<file path="config.mk">
export PLATFORM = sky130hd
export DESIGN_NAME = ram_burst_ctrl_flat
export DESIGN_NICKNAME = d
export VERILOG_FILES = /design/src/rtl/ram_burst_ctrl_if.sv /design/src/rtl/ram_burst_ctrl.sv /design/src/flat_wrapper.sv
export SDC_FILE = /design/constraint.sdc
export NUM_CORES = 1
export LEC_CHECK = 0
export ABC_AREA = 1
export CAP_MARGIN = 20
export CORE_ASPECT_RATIO = 0.7
export CORE_UTILIZATION = 55
export DETAILED_ROUTE_END_ITERATION = 8
export DONT_BUFFER_PORTS = 1
export HOLD_SLACK_MARGIN = 0.1
export PLACE_DENSITY = 0.73
export REMOVE_ABC_BUFFERS = 1
export SYNTH_ARGS = -nofsm -noshare
export SYNTH_HDL_FRONTEND = slang
export SYNTH_SLANG_ARGS = --single-unit
</file>
<file path="constraint.sdc">
create_clock -name clk -period 1.2 [get_ports clk]
set_input_delay 0.06 -clock clk [delete_from_list [all_inputs] [get_ports clk]]
set_output_delay 0.06 -clock clk [all_outputs]
set_load 0.05 [all_outputs]
</file>
<file path="src/rtl/ram_burst_ctrl_if.sv">
// ----------------------------------------------------------------------------
// ram_burst_ctrl_if
// Bundles the burst command, the write/read beat streams and the RAM pins of
// the burst controller.
//   slave  : the controller side (ram_burst_ctrl).
//   master : the user side, i.e. the command/data source together with the
//            RAM that sits downstream (it drives ram_dout back).
// Signals:
//   req/rw/start_addr/burst_len/ack  burst command handshake
//   wdata/wvalid/wready              write beat stream
//   rdata/rvalid                     read beat stream (no backpressure)
//   busy/done                        burst status
//   ram_cen/ram_wen/ram_addr/ram_din RAM control pins (registered)
//   ram_dout                         RAM registered read data
// ----------------------------------------------------------------------------
interface ram_burst_ctrl_if #(
   parameter int AW = 8,
   parameter int DW = 64
);
   logic          req;
   logic          rw;
   logic [AW-1:0] start_addr;
   logic [AW-1:0] burst_len;
   logic          ack;
   logic [DW-1:0] wdata;
   logic          wvalid;
   logic          wready;
   logic [DW-1:0] rdata;
   logic          rvalid;
   logic          busy;
   logic          done;
   logic          ram_cen;
   logic          ram_wen;
   logic [AW-1:0] ram_addr;
   logic [DW-1:0] ram_din;
   logic [DW-1:0] ram_dout;

   modport slave (
      input  req, rw, start_addr, burst_len, wdata, wvalid, ram_dout,
      output ack, wready, rdata, rvalid, busy, done,
             ram_cen, ram_wen, ram_addr, ram_din
   );

   modport master (
      output req, rw, start_addr, burst_len, wdata, wvalid, ram_dout,
      input  ack, wready, rdata, rvalid, busy, done,
             ram_cen, ram_wen, ram_addr, ram_din
   );
endinterface

</file>
<file path="src/rtl/ram_burst_ctrl.sv">
// ----------------------------------------------------------------------------
// ram_burst_ctrl
// Burst access controller in front of a 2^AW x DW single-port synchronous RAM
// whose dout is registered and cleared while cen is low.
// One command (start address, beats-minus-one, direction) is taken through
// req/ack; write beats stream in on wvalid/wready and are written through
// registered RAM pins one cycle after the handshake; reads are issued one per
// cycle and returned on rdata/rvalid two cycles after they appear on the pins.
// Ports:
//   clk      rising-edge clock shared with the RAM
//   reset_n  asynchronous active-low reset (aborts any burst, no done pulse)
//   bus      ram_burst_ctrl_if.slave (command, beat streams, RAM pins)
// ----------------------------------------------------------------------------
module ram_burst_ctrl #(
   parameter int AW = 8,
   parameter int DW = 64
) (
   input  logic            clk,
   input  logic            reset_n,
   ram_burst_ctrl_if.slave bus
);

   typedef enum logic [2:0] {
      S_IDLE,
      S_WR,
      S_RD,
      S_RD_TAIL,
      S_FIN
   } state_t;

   state_t        r_state;
   logic [AW-1:0] r_addr;      // next beat address, wraps modulo 2^AW
   logic [AW-1:0] r_cnt;       // beats remaining minus one
   logic          r_tail;      // second RD_TAIL cycle marker
   logic          r_ack;
   logic          r_busy;
   logic          r_done;
   logic          r_ram_cen;
   logic          r_ram_wen;
   logic [AW-1:0] r_ram_addr;
   logic [DW-1:0] r_ram_din;

   // Read return pipeline
   logic          r_rd_pend;   // RAM dout holds a requested word this cycle
   logic          r_rvalid;
   logic [DW-1:0] r_rdata;
   logic          w_rd_issue;

   // ------------------------------------------------------------------------
   // Control FSM with registered outputs. The burst direction is carried by
   // the state itself (WR vs RD), so rw needs no separate holding register.
   // ------------------------------------------------------------------------
   // NOTE: every register here is assigned with <= so all of them update
   // together on the edge; blocking = would let later lines see new values.
   always_ff @(posedge clk or negedge reset_n) begin
      if (!reset_n) begin
         r_state    <= S_IDLE;
         r_addr     <= '0;
         r_cnt      <= '0;
         r_tail     <= 1'b0;
         r_ack      <= 1'b0;
         r_busy     <= 1'b0;
         r_done     <= 1'b0;
         r_ram_cen  <= 1'b0;
         r_ram_wen  <= 1'b0;
         r_ram_addr <= '0;
         r_ram_din  <= '0;
      end else begin
         // Pulses default low; a state raises them for exactly one cycle
         r_ack  <= 1'b0;
         r_done <= 1'b0;

         case (r_state)
            S_IDLE: begin
               r_ram_cen <= 1'b0;
               r_ram_wen <= 1'b0;
               if (bus.req) begin
                  r_addr  <= bus.start_addr;
                  r_cnt   <= bus.burst_len;
                  r_ack   <= 1'b1;
                  r_busy  <= 1'b1;
                  r_state <= bus.rw ? S_WR : S_RD;
               end
            end

            S_WR: begin
               if (bus.wvalid) begin
                  // Beat accepted now, committed by the RAM on the next edge
                  r_ram_cen  <= 1'b1;
                  r_ram_wen  <= 1'b1;
                  r_ram_addr <= r_addr;
                  r_ram_din  <= bus.wdata;
                  r_addr     <= r_addr + AW'(1);
                  r_cnt      <= r_cnt - AW'(1);
                  if (r_cnt == '0) begin
                     r_state <= S_FIN;
                     r_done  <= 1'b1;
                  end
               end else begin
                  r_ram_cen <= 1'b0;
                  r_ram_wen <= 1'b0;
               end
            end

            S_RD: begin
               r_ram_cen  <= 1'b1;
               r_ram_wen  <= 1'b0;
               r_ram_addr <= r_addr;
               r_addr     <= r_addr + AW'(1);
               r_cnt      <= r_cnt - AW'(1);
               if (r_cnt == '0) begin
                  r_state <= S_RD_TAIL;
                  r_tail  <= 1'b0;
               end
            end

            // Two cycles let the last read drain through RAM dout and rdata,
            // so done lines up with the final rvalid.
            S_RD_TAIL: begin
               r_ram_cen <= 1'b0;
               r_ram_wen <= 1'b0;
               if (r_tail) begin
                  r_state <= S_FIN;
                  r_done  <= 1'b1;
               end else begin
                  r_tail <= 1'b1;
               end
            end

            S_FIN: begin
               r_ram_cen <= 1'b0;
               r_ram_wen <= 1'b0;
               r_busy    <= 1'b0;
               r_state   <= S_IDLE;
            end

            default: begin
               r_ram_cen <= 1'b0;
               r_ram_wen <= 1'b0;
               r_busy    <= 1'b0;
               r_state   <= S_IDLE;
            end
         endcase
      end
   end

   // ------------------------------------------------------------------------
   // Read return: a read on the pins in cycle n shows on RAM dout in n+1 and
   // is registered onto rdata/rvalid for cycle n+2. rdata holds otherwise,
   // because the RAM zeroes dout whenever cen is low.
   // ------------------------------------------------------------------------
   assign w_rd_issue = r_ram_cen & ~r_ram_wen;

   always_ff @(posedge clk or negedge reset_n) begin
      if (!reset_n) begin
         r_rd_pend <= 1'b0;
         r_rvalid  <= 1'b0;
         r_rdata   <= '0;
      end else begin
         r_rd_pend <= w_rd_issue;
         r_rvalid  <= r_rd_pend;
         if (r_rd_pend) begin
            r_rdata <= bus.ram_dout;
         end
      end
   end

   // NOTE: wready is a continuous assign of a state compare; decoding it in
   // an always block without a full default would infer a latch.
   assign bus.wready   = (r_state == S_WR);
   assign bus.ack      = r_ack;
   assign bus.busy     = r_busy;
   assign bus.done     = r_done;
   assign bus.rvalid   = r_rvalid;
   assign bus.rdata    = r_rdata;
   assign bus.ram_cen  = r_ram_cen;
   assign bus.ram_wen  = r_ram_wen;
   assign bus.ram_addr = r_ram_addr;
   assign bus.ram_din  = r_ram_din;

endmodule
</file>
<file path="src/flat_wrapper.sv">
// flat-port wrapper written by rule: the top's interface ports become plain ports
module ram_burst_ctrl_flat 
#(
   parameter int AW = 8,
   parameter int DW = 64
)
  (clk, reset_n, bus_req, bus_rw, bus_start_addr, bus_burst_len, bus_wdata, bus_wvalid, bus_ram_dout, bus_ack, bus_wready, bus_rdata, bus_rvalid, bus_busy, bus_done, bus_ram_cen, bus_ram_wen, bus_ram_addr, bus_ram_din);
  ram_burst_ctrl_if #(.AW(AW), .DW(DW)) bus_i ();
  input  logic clk;
  input  logic reset_n;
  input wire logic [$bits(bus_i.req)-1:0] bus_req;
  input wire logic [$bits(bus_i.rw)-1:0] bus_rw;
  input wire logic [$bits(bus_i.start_addr)-1:0] bus_start_addr;
  input wire logic [$bits(bus_i.burst_len)-1:0] bus_burst_len;
  input wire logic [$bits(bus_i.wdata)-1:0] bus_wdata;
  input wire logic [$bits(bus_i.wvalid)-1:0] bus_wvalid;
  input wire logic [$bits(bus_i.ram_dout)-1:0] bus_ram_dout;
  output wire logic [$bits(bus_i.ack)-1:0] bus_ack;
  output wire logic [$bits(bus_i.wready)-1:0] bus_wready;
  output wire logic [$bits(bus_i.rdata)-1:0] bus_rdata;
  output wire logic [$bits(bus_i.rvalid)-1:0] bus_rvalid;
  output wire logic [$bits(bus_i.busy)-1:0] bus_busy;
  output wire logic [$bits(bus_i.done)-1:0] bus_done;
  output wire logic [$bits(bus_i.ram_cen)-1:0] bus_ram_cen;
  output wire logic [$bits(bus_i.ram_wen)-1:0] bus_ram_wen;
  output wire logic [$bits(bus_i.ram_addr)-1:0] bus_ram_addr;
  output wire logic [$bits(bus_i.ram_din)-1:0] bus_ram_din;
  assign bus_i.req = bus_req;
  assign bus_i.rw = bus_rw;
  assign bus_i.start_addr = bus_start_addr;
  assign bus_i.burst_len = bus_burst_len;
  assign bus_i.wdata = bus_wdata;
  assign bus_i.wvalid = bus_wvalid;
  assign bus_i.ram_dout = bus_ram_dout;
  assign bus_ack = bus_i.ack;
  assign bus_wready = bus_i.wready;
  assign bus_rdata = bus_i.rdata;
  assign bus_rvalid = bus_i.rvalid;
  assign bus_busy = bus_i.busy;
  assign bus_done = bus_i.done;
  assign bus_ram_cen = bus_i.ram_cen;
  assign bus_ram_wen = bus_i.ram_wen;
  assign bus_ram_addr = bus_i.ram_addr;
  assign bus_ram_din = bus_i.ram_din;
  ram_burst_ctrl #(.AW(AW), .DW(DW)) u_core (.clk(clk), .reset_n(reset_n), .bus(bus_i));
endmodule
</file>
==> impl_metrics.py, run 1 <==
metrics = {
    "outcome": {
        "outcome": "complete, but fails checks",
        "failing_checks": "negative hold slack, negative setup slack",
    },
    "critical_path": {
        "critPathMaxFanout": 8,
        "cp_slowest_stage_delay_ns": 0.45,
        "path_cells": "inv_2 > nor2_4 > nand2_4 > nand2_8 > buf_12 > nor2_2 > nor2_4 > nand2_1 > nand2_1",
        "crit_path_top_delay_cell": "sky130_fd_sc_hd__dfrtp_2",
        "timing.setup.critical_path_class": "flip-flop to flip-flop",
        "critPathLaunchType": "flip-flop",
        "crit_arrival_ns": 1.80,
        "required_ns": 1.49,
        "endpoint_kind": "flip-flop",
    },
    "floorplan": {
        "initial_core_util_pct": 57.0,
        "die_width_um": 134,
        "die_area_um2": 12700,
        "chipHeight_um": 94.7,
        "core_area_um2": 11900,
        "placement_rows": 33,
        "boundaryPins": 292,
    },
    "clock_tree": {
        "cts_buffer_depth": 2,
        "cts.htree.levels": 4,
        "clkSlewWorstSetupHoldPaths_ns": 0.07,
        "clock_latency_ns": 0.42,
        "cts.sink_count": 163,
        "ctsRootBufferMaster": "sky130_fd_sc_hd__clkbuf_16",
        "cts_tree": "built",
        "holdBufCountCts": 147,
        "cts_inserted_buffers": 17,
    },
    "timing": {
        "rsz_0062_raised_after_global_routing": "yes",
        "final.setup_skew_ns": 0.0117,
        "final.setup.worst_slack_ns": -0.306,
        "clock.fmax_ghz": 0.664,
        "timing.final.crit_period_ns": 1.51,
        "finalCritPeriodShare_pct": 125,
        "whs_ns": -0.670,
        "setup_viol_count_final": 97,
        "max_slew_margin_pct": 67.4,
        "finalHoldViolCount": 163,
        "timing.final.max_slew_violations": 0,
        "tightest_slew_ns": 0.489,
    },
    "synthesis": {
        "synth_top_cell_area_share_pct": 60.4,
        "ys_top_cells_by_area": "sky130_fd_sc_hd__dfrtp_1 (60%), sky130_fd_sc_hd__nand2_1 (15%), sky130_fd_sc_hd__mux2_2 (11%), sky130_fd_sc_hd__nor2_1 (2.3%), sky130_fd_sc_hd__inv_1 (1.9%)",
        "netlist_area_um2": 6760,
        "synth.yosys.warnings": 0,
        "most_numerous_cell_in_the_yosys_netlist": "sky130_fd_sc_hd__nand2_1",
        "synth-edff-count": 0,
        "netlist.top_cell.by_area": "sky130_fd_sc_hd__dfrtp_1",
        "postSynthCellCount": 674,
        "ys_dominant_reg_cell": "sky130_fd_sc_hd__dfrtp_1",
        "yosys_register_bits": 163,
        "ys_seq_area_share_pct": 60.4,
        "postSynthAreaPerCell_um2": 10.0,
        "ys_types": 23,
        "synth_top_cells_by_count": "sky130_fd_sc_hd__nand2_1 (277), sky130_fd_sc_hd__dfrtp_1 (163), sky130_fd_sc_hd__mux2_2 (64)",
        "asyncSetResetFlopFracSynth_pct": 100,
    },
    "place": {
        "detailedPlacementHpwl_mm": 12.1,
        "gp_routability_congestion": 0.863,
        "dpl.cell_count": 977,
        "port-buffer-count": 0,
    },
    "pwr": {
        "maximum_vdd_ir_drop_mv": 2.31,
        "power_leakage_nw": 5.45,
        "report.power.total_w": 0.0404,
        "pd_cells_nw_per_um2": 3650,
    },
    "grt": {
        "grt_first_pass_wirelength_mm": 35.4,
        "first_global_vias": 6553,
        "number_of_antenna_violations_at_the_first_check_in_global_routing": 0,
        "total_global_route_track_usage_pct": 37.3,
        "grt_start_max_net_pins": 164,
        "overflow": 0,
    },
    "routing": {
        "antenna_violating_nets_post_route": 0,
        "first_drt_iteration_drcs": 571,
        "drt_first_pass_iters": 6,
        "number_of_vias_after_detailed_routing": 6871,
        "drt_wl_total_mm": 28.3,
        "route.detailed.drc": 0,
        "route.detailed.vias_per_inst": 5.82,
        "post_drt_wl_per_cell_um": 24.0,
    },
    "worst_hold_path": {
        "timing.hold.worst.class": "input pin to async pin",
    },
    "cells_and_area": {
        "post_route_cells_drive_above_1_share_pct": 38.8,
        "post_synthesis_to_final_layout_area_growth_pct": 63.7,
        "instances_no_fill": 1180,
        "nets": 1162,
    },
    "run": {
        "max_cap_viols": 0,
    },
}
==> cell type report <==
cell class / count / area [um^2]
Antenna cell: 1 / 2.50
Tap cell: 157 / 196
Timing Repair Buffer: 342 / 3310
Clock inverter: 14 / 121
Inverter: 38 / 170
Fill cell: 368 / 787
Multi-Input combinational cell: 448 / 2760
Sequential cell: 163 / 4080
Clock buffer: 17 / 425
==> power breakdown <==
| group | total (W) | internal, W | switching [W] |
|---|---|---|---|
| clock | 0.00520 | 0.00271 | 0.00249 |
| sequential | 0.0106 | 0.00821 | 0.00237 |
| combinational | 0.0246 | 0.00854 | 0.0161 |
| total | 0.0404 | 0.0195 | 0.0209 |
==> layout by cell type (no fill, tap or decap), drive strengths merged <==
cell type	instances
nand3b	2
clkinvlp	4
buf	187
dlygate4sd3	147
nand2	284
ha	3
clkinv	4
o21ai	15
mux2	64
dfrtp	163
nand4	6
clkbuf	25
nand3	21
inv	44
diode	1
nor2	43
a21oi	9
a21boi	1
==> registers in the layout, indices dropped and copies added, names as in the netlist <==
| register | cells |
|---|---|
| u_core.bus.ram_din | 64 |
| u_core.bus.ram_wen | 1 |
| u_core.bus.rdata | 64 |
| u_core.bus.ack | 1 |
| u_core.r_addr | 8 |
| u_core.bus.busy | 1 |
| u_core.bus.done | 1 |
| u_core.r_tail | 1 |
| u_core.bus.ram_addr | 8 |
| u_core.bus.ram_cen | 1 |
| u_core.r_cnt | 8 |
| u_core.r_state | 3 |
| u_core.bus.rvalid | 1 |
| u_core.r_rd_pend | 1 |
==> critical path, delay by kind of cell, from the launching register on <==
kind	cells	cell delay [ns]
buf+inv	2	0.25
flops	1	0.45
simple gates	7	0.67
==> path summary, 6_finish.rpt <==
check                                                   start                            endpoint  slack [ns]  cells past startpoint
max in group asynchronous                             reset_n       u_core.r_state[2]$_DFFE_PN0P_        1.55                      0
worst max register to register  u_core.r_state[0]$_DFFE_PN0P_        u_core.r_addr[4]$_DFFE_PN0P_       -0.31                      9
min in group clk                                   bus_wvalid       u_core.r_state[0]$_DFFE_PN0P_        0.27                      6
worst max-delay path            u_core.r_state[0]$_DFFE_PN0P_        u_core.r_addr[4]$_DFFE_PN0P_       -0.31                      9
worst min register to register   u_core.bus.ram_wen$_DFF_PN0_          u_core.r_rd_pend$_DFF_PN0_        0.47                      1
worst min-delay path                                  reset_n  u_core.bus.ram_din[32]$_DFFE_PN0P_       -0.67                      0
==> through the flow <==
stage / setup TNS, ns / worst slack (ns) / instance area (um^2) / util (%)
floorplan: -148.93 / -1.17 / 6520 / -
global placement: -11.16 / -0.205 / 8100 / 68.4
detailed placement: -15.43 / -0.267 / 8100 / 68.4
CTS: -13.38 / -0.201 / 10400 / 87.4
global route: -26.77 / -0.361 / 11100 / 93.3
finish: -21.54 / -0.306 / 11100 / 93.4
==> cell families (layout without fill, tap and decap cells) <==
family	count (synthesis)	in the layout	share of synthesized area, %
simple gates	354	356	20.9
flops	163	163	60.4
buf+inv	65	411	5.67
compound gates	25	25	1.89
other cells	0	1	0
fa+ha+maj	3	3	0.556
mux	64	64	10.7
==> repair_timing <==
| item | CTS | global route |
|---|---|---|
| setup buffers | 5 | 8 |
| pin swaps | 15 | 26 |
| gates resized for setup | 47 | 113 |
| cloned | 1 | 11 |
| endpoints found under the hold margin | 321 | 163 |
| setup endpoints to repair | 96 | 101 |
==> metal layers <==
layer | up-vias | part of all wire (%) | GRT usage (%)
met5 | - | 0 | 0
met4 | 0 | 6.2 | 19.8
met3 | 178 | 9.5 | 11.3
met2 | 589 | 50 | 64.7
met1 | 3305 | 35 | 41.9
li1 | 2799 | - | -
No activity file was read; power rests on OpenSTA's default activity.
==> run 2, diff against run 1 <==
- PLACE_DENSITY: 0.73 -> 0.83
- clock period: 1.2 -> 1.37 ns (I/O delays scaled with it)
==> run 2 against run 1 <==
  * The flow still finishes with violations (negative hold slack, negative setup slack)
  * Critical path depth did not move
  * Sequential share of layout area increased by 1.1 points
  * Clock skew is 0.0034 ns higher
  * Maximum frequency is 12% lower
  * Wire length rose by 4.3%
  * Critical path type unchanged
  * Non-clock buffer count decreased by 20
  * Global-route usage increased by 0.56 points
==> impl_metrics.py, run 2 (synthesis gave the netlist of run 1 again) <==
metrics = {
    "routing": {
        "highest-signal-layer": "met4",
        "drt_first_pass_iters": 6,
        "number_of_vias_after_detailed_routing": 6912,
        "first_drt_iteration_drcs": 709,
        "route.detailed.drc": 0,
        "wl_met3_mm": 3.29,
        "drt_wl_total_mm": 29.5,
        "antenna_violating_nets_post_route": 0,
        "post_drt_wl_per_cell_um": 25.5,
        "met2_wirelength_mm": 14.2,
        "route.detailed.vias_per_inst": 5.96,
        "met1Wirelength_mm": 9.92,
    },
    "critical_path": {
        "crit-reg2reg-launch": "u_core.r_state[0]$_DFFE_PN0P_",
        "timing.setup.critical_path_class": "flip-flop to flip-flop",
        "worstReg2RegEnd": "u_core.bus.ram_din[22]$_DFFE_PN0P_",
        "critPathLaunchType": "flip-flop",
        "path_cells": "inv_2 > nor2_4 > nand2_2 > inv_4 > nand2_8 > inv_8 > bufbuf_16 > nand2_1 > nand2_1",
        "timing.critical_path.mode_cell": "sky130_fd_sc_hd__nand2_1",
        "crit_start": "u_core.r_state[0]$_DFFE_PN0P_",
        "critPathMaxFanout": 12,
        "critPathCapture": "u_core.bus.ram_din[22]$_DFFE_PN0P_",
        "endpoint_kind": "flip-flop",
        "cell_count_of_the_worst_reg_to_reg_path": 9,
        "crit_path_top_delay_cell": "sky130_fd_sc_hd__dfrtp_1",
        "cp_slowest_stage_delay_ns": 0.43,
        "reg2reg_setup_slack_ns": -0.34,
        "crit_arrival_ns": 2.06,
        "required_ns": 1.73,
    },
    "run": {
        "max_cap_viols": 0,
    },
    "place": {
        "port-buffer-count": 0,
        "dp_area_um2": 7940,
        "gp_routability_congestion": 0.883,
        "detailedPlacementHpwl_mm": 12.0,
    },
    "cells_and_area": {
        "post_synthesis_to_final_layout_area_growth_pct": 59.0,
        "post_route_cells_drive_above_1_share_pct": 34.7,
        "post-route-cell-area_um2": 10700,
        "final_design_utilization_pct": 90.7,
        "multi_input_area_um2": 2620,
        "most_common_cell_after_layout_fill_and_taps_aside": "sky130_fd_sc_hd__nand2_1",
        "register_area_um2": 4080,
        "layout.filler_cells": 412,
        "nets": 1140,
        "leading_cell_types_in_the_layout_fill_and_taps_excluded": "sky130_fd_sc_hd__nand2_1 (222), sky130_fd_sc_hd__dfrtp_1 (162), sky130_fd_sc_hd__buf_4 (149)",
    },
    "clock_tree": {
        "cts.sink_count": 163,
        "cts.htree.levels": 4,
        "cts_tree": "built",
        "cts_buffer_depth": 2,
        "clkSlewWorstSetupHoldPaths_ns": 0.08,
        "cts_inserted_buffers": 17,
        "clock_latency_ns": 0.43,
        "ctsRootBufferMaster": "sky130_fd_sc_hd__clkbuf_16",
        "holdBufCountCts": 147,
    },
    "timing": {
        "clock.fmax_ghz": 0.586,
        "finalCritPeriodShare_pct": 124,
        "whs_ns": -0.666,
        "timing.final.crit_period_ns": 1.71,
        "max_slew_margin_pct": 68.2,
        "finalHoldViolCount": 163,
        "setup_viol_count_final": 95,
        "rsz_0062_raised_after_global_routing": "yes",
        "final.setup_skew_ns": 0.0151,
        "final.setup.worst_slack_ns": -0.335,
        "timing.final.max_slew_violations": 0,
        "tightest_slew_ns": 0.477,
    },
    "outcome": {
        "outcome": "complete, but fails checks",
        "failing_checks": "negative hold slack, negative setup slack",
    },
    "floorplan": {
        "die_area_um2": 12700,
        "core_area_um2": 11900,
        "boundaryPins": 292,
        "die_width_um": 134,
        "initial_core_util_pct": 57.0,
        "chipHeight_um": 94.7,
        "placement_rows": 33,
    },
    "grt": {
        "grt_first_pass_wirelength_mm": 35.5,
        "total_global_route_track_usage_pct": 37.8,
        "grt_start_max_net_pins": 164,
        "overflow": 0,
        "number_of_antenna_violations_at_the_first_check_in_global_routing": 2,
        "first_global_vias": 6528,
    },
    "pwr": {
        "maximum_vdd_ir_drop_mv": 2.50,
        "pd_cells_nw_per_um2": 3170,
        "power_leakage_nw": 5.32,
    },
    "worst_hold_path": {
        "timing.hold.worst.class": "input pin to async pin",
    },
}
run 2: how the worst min path moves through the flow:
| stage | to | slack (ns) | cells after the start |
|---|---|---|---|
| detailed placement | u_core.r_cnt[1]$_DFFE_PN0P_ | -0.22 | 0 |
| CTS | u_core.bus.ram_din[33]$_DFFE_PN0P_ | -0.67 | 0 |
| finish | u_core.r_cnt[0]$_DFFE_PN0P_ | -0.67 | 0 |
| floorplan | u_core.bus.ack$_DFF_PN0_ | -0.23 | 0 |
| global route | u_core.bus.rdata[3]$_DFFE_PN0P_ | -0.69 | 0 |
| global placement | u_core.r_cnt[5]$_DFFE_PN0P_ | -0.22 | 0 |
run 2: cell type report:
cell class                 instances  share of cell area, %
sequential                       163                   38.0
multi-input combinational        446                   24.4
inverter                          38                   1.44
timing repair buffer             322                   29.3
clock buffer                      17                   3.96
tap                              157                   1.83
clock inverter                    14                   1.11
antenna                            2                 0.0466
run 2: report_power, final:
group	total [W]	switching [W]	internal [W]	leakage, nW
clock	0.00459	0.00222	0.00236	0.257
sequential	0.00945	0.00227	0.00719	1.97
combinational	0.0200	0.0134	0.00665	3.10
run 2: layer usage:
layer	up-vias	GRT usage [%]
li1	2761	-
met4	0	21.4
met2	601	65.9
met1	3344	42.7
met5	-	0
met3	206	10.1
run 2: what timing repair did:
item | in CTS | in global routing
pin swaps | 2 | 21
hold endpoints to repair | 313 | 163
buffers inserted | 8 | 2
gates cloned | 3 | 10
endpoints found under the setup margin | 84 | 95
resized for setup | 15 | 99
run 2: worst max-delay path, delay by kind of cell, from the launching register on:
kind	cells	cell delay, ns
simple gates	5	0.67
buf+inv	4	0.54
flops	1	0.43
run 2: through the flow:
step	worst slack [ns]	total power [W]	TNS [ns]	hold WS (ns)	cells
2_1_floorplan	-0.999	0.0202	-122.20	-0.227	647
3_3_place_gp	0.0136	0.0251	0	-0.223	956
4_1_cts	-0.0396	0.0310	-0.619	-0.669	1145
3_5_place_dp	-0.0898	0.0257	-2.57	-0.222	956
5_1_grt	-0.499	0.0351	-14.17	-0.688	1158
6_report	-0.335	0.0341	-7.87	-0.666	1159
==> run 3, diff against run 2 <==
- ABC_AREA: 1 -> unset
==> run 3 against run 2 <==
  * The run now fails in global routing (5_1_grt)
  * Area after synthesis fell by 3.9%
  * Synthesized cell count fell by 34%
==> impl_metrics.py, run 3 <==
metrics = {
    "synthesis": {
        "asyncSetResetFlopFracSynth_pct": 100,
        "ys_types": 44,
        "most_numerous_cell_in_the_yosys_netlist": "sky130_fd_sc_hd__dfrtp_1",
        "yosys_register_bits": 163,
        "postSynthAreaPerCell_um2": 14.7,
        "ys_seq_area_share_pct": 62.8,
        "ys_top_cells_by_area": "sky130_fd_sc_hd__dfrtp_1 (63%), sky130_fd_sc_hd__mux2_2 (24%), sky130_fd_sc_hd__mux2i_1 (1.2%), sky130_fd_sc_hd__a21oi_1 (1.2%), sky130_fd_sc_hd__a2bb2oi_1 (0.81%)",
        "postSynthCellCount": 443,
        "synth-edff-count": 0,
        "synth.yosys.warnings": 0,
        "ys_dominant_reg_cell": "sky130_fd_sc_hd__dfrtp_1",
        "synth_top_cells_by_count": "sky130_fd_sc_hd__dfrtp_1 (163), sky130_fd_sc_hd__mux2_2 (137), sky130_fd_sc_hd__a21oi_1 (15)",
        "netlist_area_um2": 6490,
        "synth_top_cell_area_share_pct": 62.8,
        "netlist.top_cell.by_area": "sky130_fd_sc_hd__dfrtp_1",
    },
    "floorplan": {
        "initial_core_util_pct": 57.7,
        "boundaryPins": 292,
        "chipHeight_um": 92.9,
        "placement_rows": 32,
        "die_width_um": 132,
    },
    "timing": {
        "worstEndpointType": "sequential cell input",
        "repair-timing-grt-worst-ep": "u_core.r_cnt[6]$_DFFE_PN0P_/D",
    },
    "outcome": {
        "outcome": "did not finish",
        "stop_stage": "global routing (5_1_grt)",
        "error_line": "[ERROR GRT-0232] Routing congestion too high. Check the congestion heatmap in the GUI.",
    },
    "place": {
        "gp_routability_congestion": 0.878,
        "detailedPlacementHpwl_mm": 11.8,
        "port-buffer-count": 0,
    },
    "clock_tree": {
        "ctsRootBufferMaster": "sky130_fd_sc_hd__clkbuf_16",
        "cts.sink_count": 163,
        "cts_inserted_buffers": 17,
        "cts_buffer_depth": 2,
        "cts.htree.levels": 4,
    },
    "grt": {
        "total_global_route_track_usage_pct": 75.2,
        "number_of_antenna_violations_at_the_first_check_in_global_routing": 2,
        "overflow": 59,
        "grt_start_max_net_pins": 164,
    },
}
[run 3: changes by cell type after synthesis, moves of 5 or more]
| cell | previous run | this run |
|---|---|---|
| sky130_fd_sc_hd__o21ai_1 | 6 | 0 |
| sky130_fd_sc_hd__buf_4 | 5 | 0 |
| sky130_fd_sc_hd__nand2_1 | 277 | 11 |
| sky130_fd_sc_hd__a2bb2oi_1 | 0 | 6 |
| sky130_fd_sc_hd__mux2_2 | 64 | 137 |
| sky130_fd_sc_hd__buf_8 | 5 | 0 |
| sky130_fd_sc_hd__mux2i_1 | 0 | 8 |
| sky130_fd_sc_hd__inv_1 | 34 | 7 |
| sky130_fd_sc_hd__nand4_1 | 6 | 1 |
| sky130_fd_sc_hd__buf_6 | 7 | 0 |
| sky130_fd_sc_hd__nand3_1 | 21 | 8 |
| sky130_fd_sc_hd__a21oi_1 | 9 | 15 |
| sky130_fd_sc_hd__clkbuf_1 | 1 | 12 |
| sky130_fd_sc_hd__nor2_1 | 41 | 7 |
[run 3: stage by stage]
stage / setup slack, ns / instance area [um^2] / std cells
2_1_floorplan: -2.64 / 6400 / 420
3_3_place_gp: -0.213 / 8010 / 753
3_5_place_dp: -0.353 / 8010 / 753
4_1_cts: -0.198 / 10500 / 946
[run 3: logic make-up after synthesis]
kind of cell / after synthesis / share of synthesized area [%]
AOI/OAI and AO/OA: 47 / 4.89
xor gates and xnor gates: 1 / 0.135
adders and majority gates: 3 / 0.578
buffers and inverters: 30 / 1.93
DFF: 163 / 62.8
muxes: 145 / 25.0
and+or+nand+nor: 54 / 4.68
[run 3: timing repair]
| action | 4_1_cts |
|---|---|
| endpoints found under the setup margin | 93 |
| hold buffers | 148 |
| endpoints found under the hold margin | 312 |
| pin swaps | 15 |
| gates cloned | 6 |
| gates resized for setup | 65 |
| setup buffers | 9 |
[run 3: per-layer routing]
layer,overflow,global-route usage (%)
met1,0,73.0
met2,30,96.7
met3,1,53.9
met4,28,85.2
met5,0,16.7
==> run 4, diff against run 3 <==
- CORE_ASPECT_RATIO: 0.7 -> unset
- CORE_UTILIZATION: 55 -> 40
- HOLD_SLACK_MARGIN: 0.1 -> unset
- PLACE_DENSITY: 0.83 -> unset
- PLACE_DENSITY_LB_ADDON: unset -> 0.15
- clock period: 1.37 -> 1.8 ns (I/O delays scaled with it)
==> run 4 against run 3 <==
  * The flow stops in clock tree synthesis (4_1_cts)
  * Synthesized cell count did not move
  * Area after synthesis unchanged
==> impl_metrics.py, run 4 <==
metrics = {
    "clock_tree": {
        "holdBufCountCts": 138,
        "cts.sink_count": 163,
        "postCtsSetupBuffers": 0,
        "cts.htree.levels": 4,
        "cts_buffer_depth": 2,
        "ctsRootBufferMaster": "sky130_fd_sc_hd__clkbuf_16",
        "cts_inserted_buffers": 17,
        "post_cts_resized": 0,
    },
    "synthesis": {
        "postSynthCellCount": 443,
        "postSynthAreaPerCell_um2": 14.7,
        "yosys_register_bits": 163,
        "most_numerous_cell_in_the_yosys_netlist": "sky130_fd_sc_hd__dfrtp_1",
        "ys_seq_area_share_pct": 62.8,
        "asyncSetResetFlopFracSynth_pct": 100,
        "synth.yosys.warnings": 0,
        "synth_top_cells_by_count": "sky130_fd_sc_hd__dfrtp_1 (163), sky130_fd_sc_hd__mux2_2 (137), sky130_fd_sc_hd__a21oi_1 (15)",
        "ys_top_cells_by_area": "sky130_fd_sc_hd__dfrtp_1 (63%), sky130_fd_sc_hd__mux2_2 (24%), sky130_fd_sc_hd__mux2i_1 (1.2%), sky130_fd_sc_hd__a21oi_1 (1.2%), sky130_fd_sc_hd__a2bb2oi_1 (0.81%)",
        "ys_dominant_reg_cell": "sky130_fd_sc_hd__dfrtp_1",
        "synth-edff-count": 0,
        "netlist_area_um2": 6490,
        "netlist.top_cell.by_area": "sky130_fd_sc_hd__dfrtp_1",
        "synth_top_cell_area_share_pct": 62.8,
        "ys_types": 44,
    },
    "outcome": {
        "stop_stage": "clock tree synthesis (4_1_cts)",
        "error_line": "[ERROR RSZ-0060] Max buffer count reached.",
        "outcome": "did not finish",
    },
    "place": {
        "gp_routability_congestion": 0.770,
        "detailedPlacementHpwl_mm": 10.1,
        "dp_slack_ns": 0.0725,
        "port-buffer-count": 0,
    },
    "floorplan": {
        "die_width_um": 129,
        "chipHeight_um": 129,
        "initial_core_util_pct": 40.9,
        "boundaryPins": 292,
        "placement_rows": 46,
    },
}
[run 4: stage by stage]
stage / hold slack, ns / area [um^2] / setup TNS (ns) / utilization, % / instances
floorplan: -0.206 / 6400 / -173.07 / - / 420
detailed placement: -0.203 / 6840 / 0 / 43.1 / 652
global placement: -0.202 / 6840 / 0 / 43.1 / 652
[run 4: kinds of logic after synthesis]
logic type	Yosys count	synth area share, %
compound gates	47	4.89
xor+xnor	1	0.135
fa+ha+maj	3	0.578
buf+inv	30	1.93
flops	163	62.8
mux	145	25.0
simple gates	54	4.68
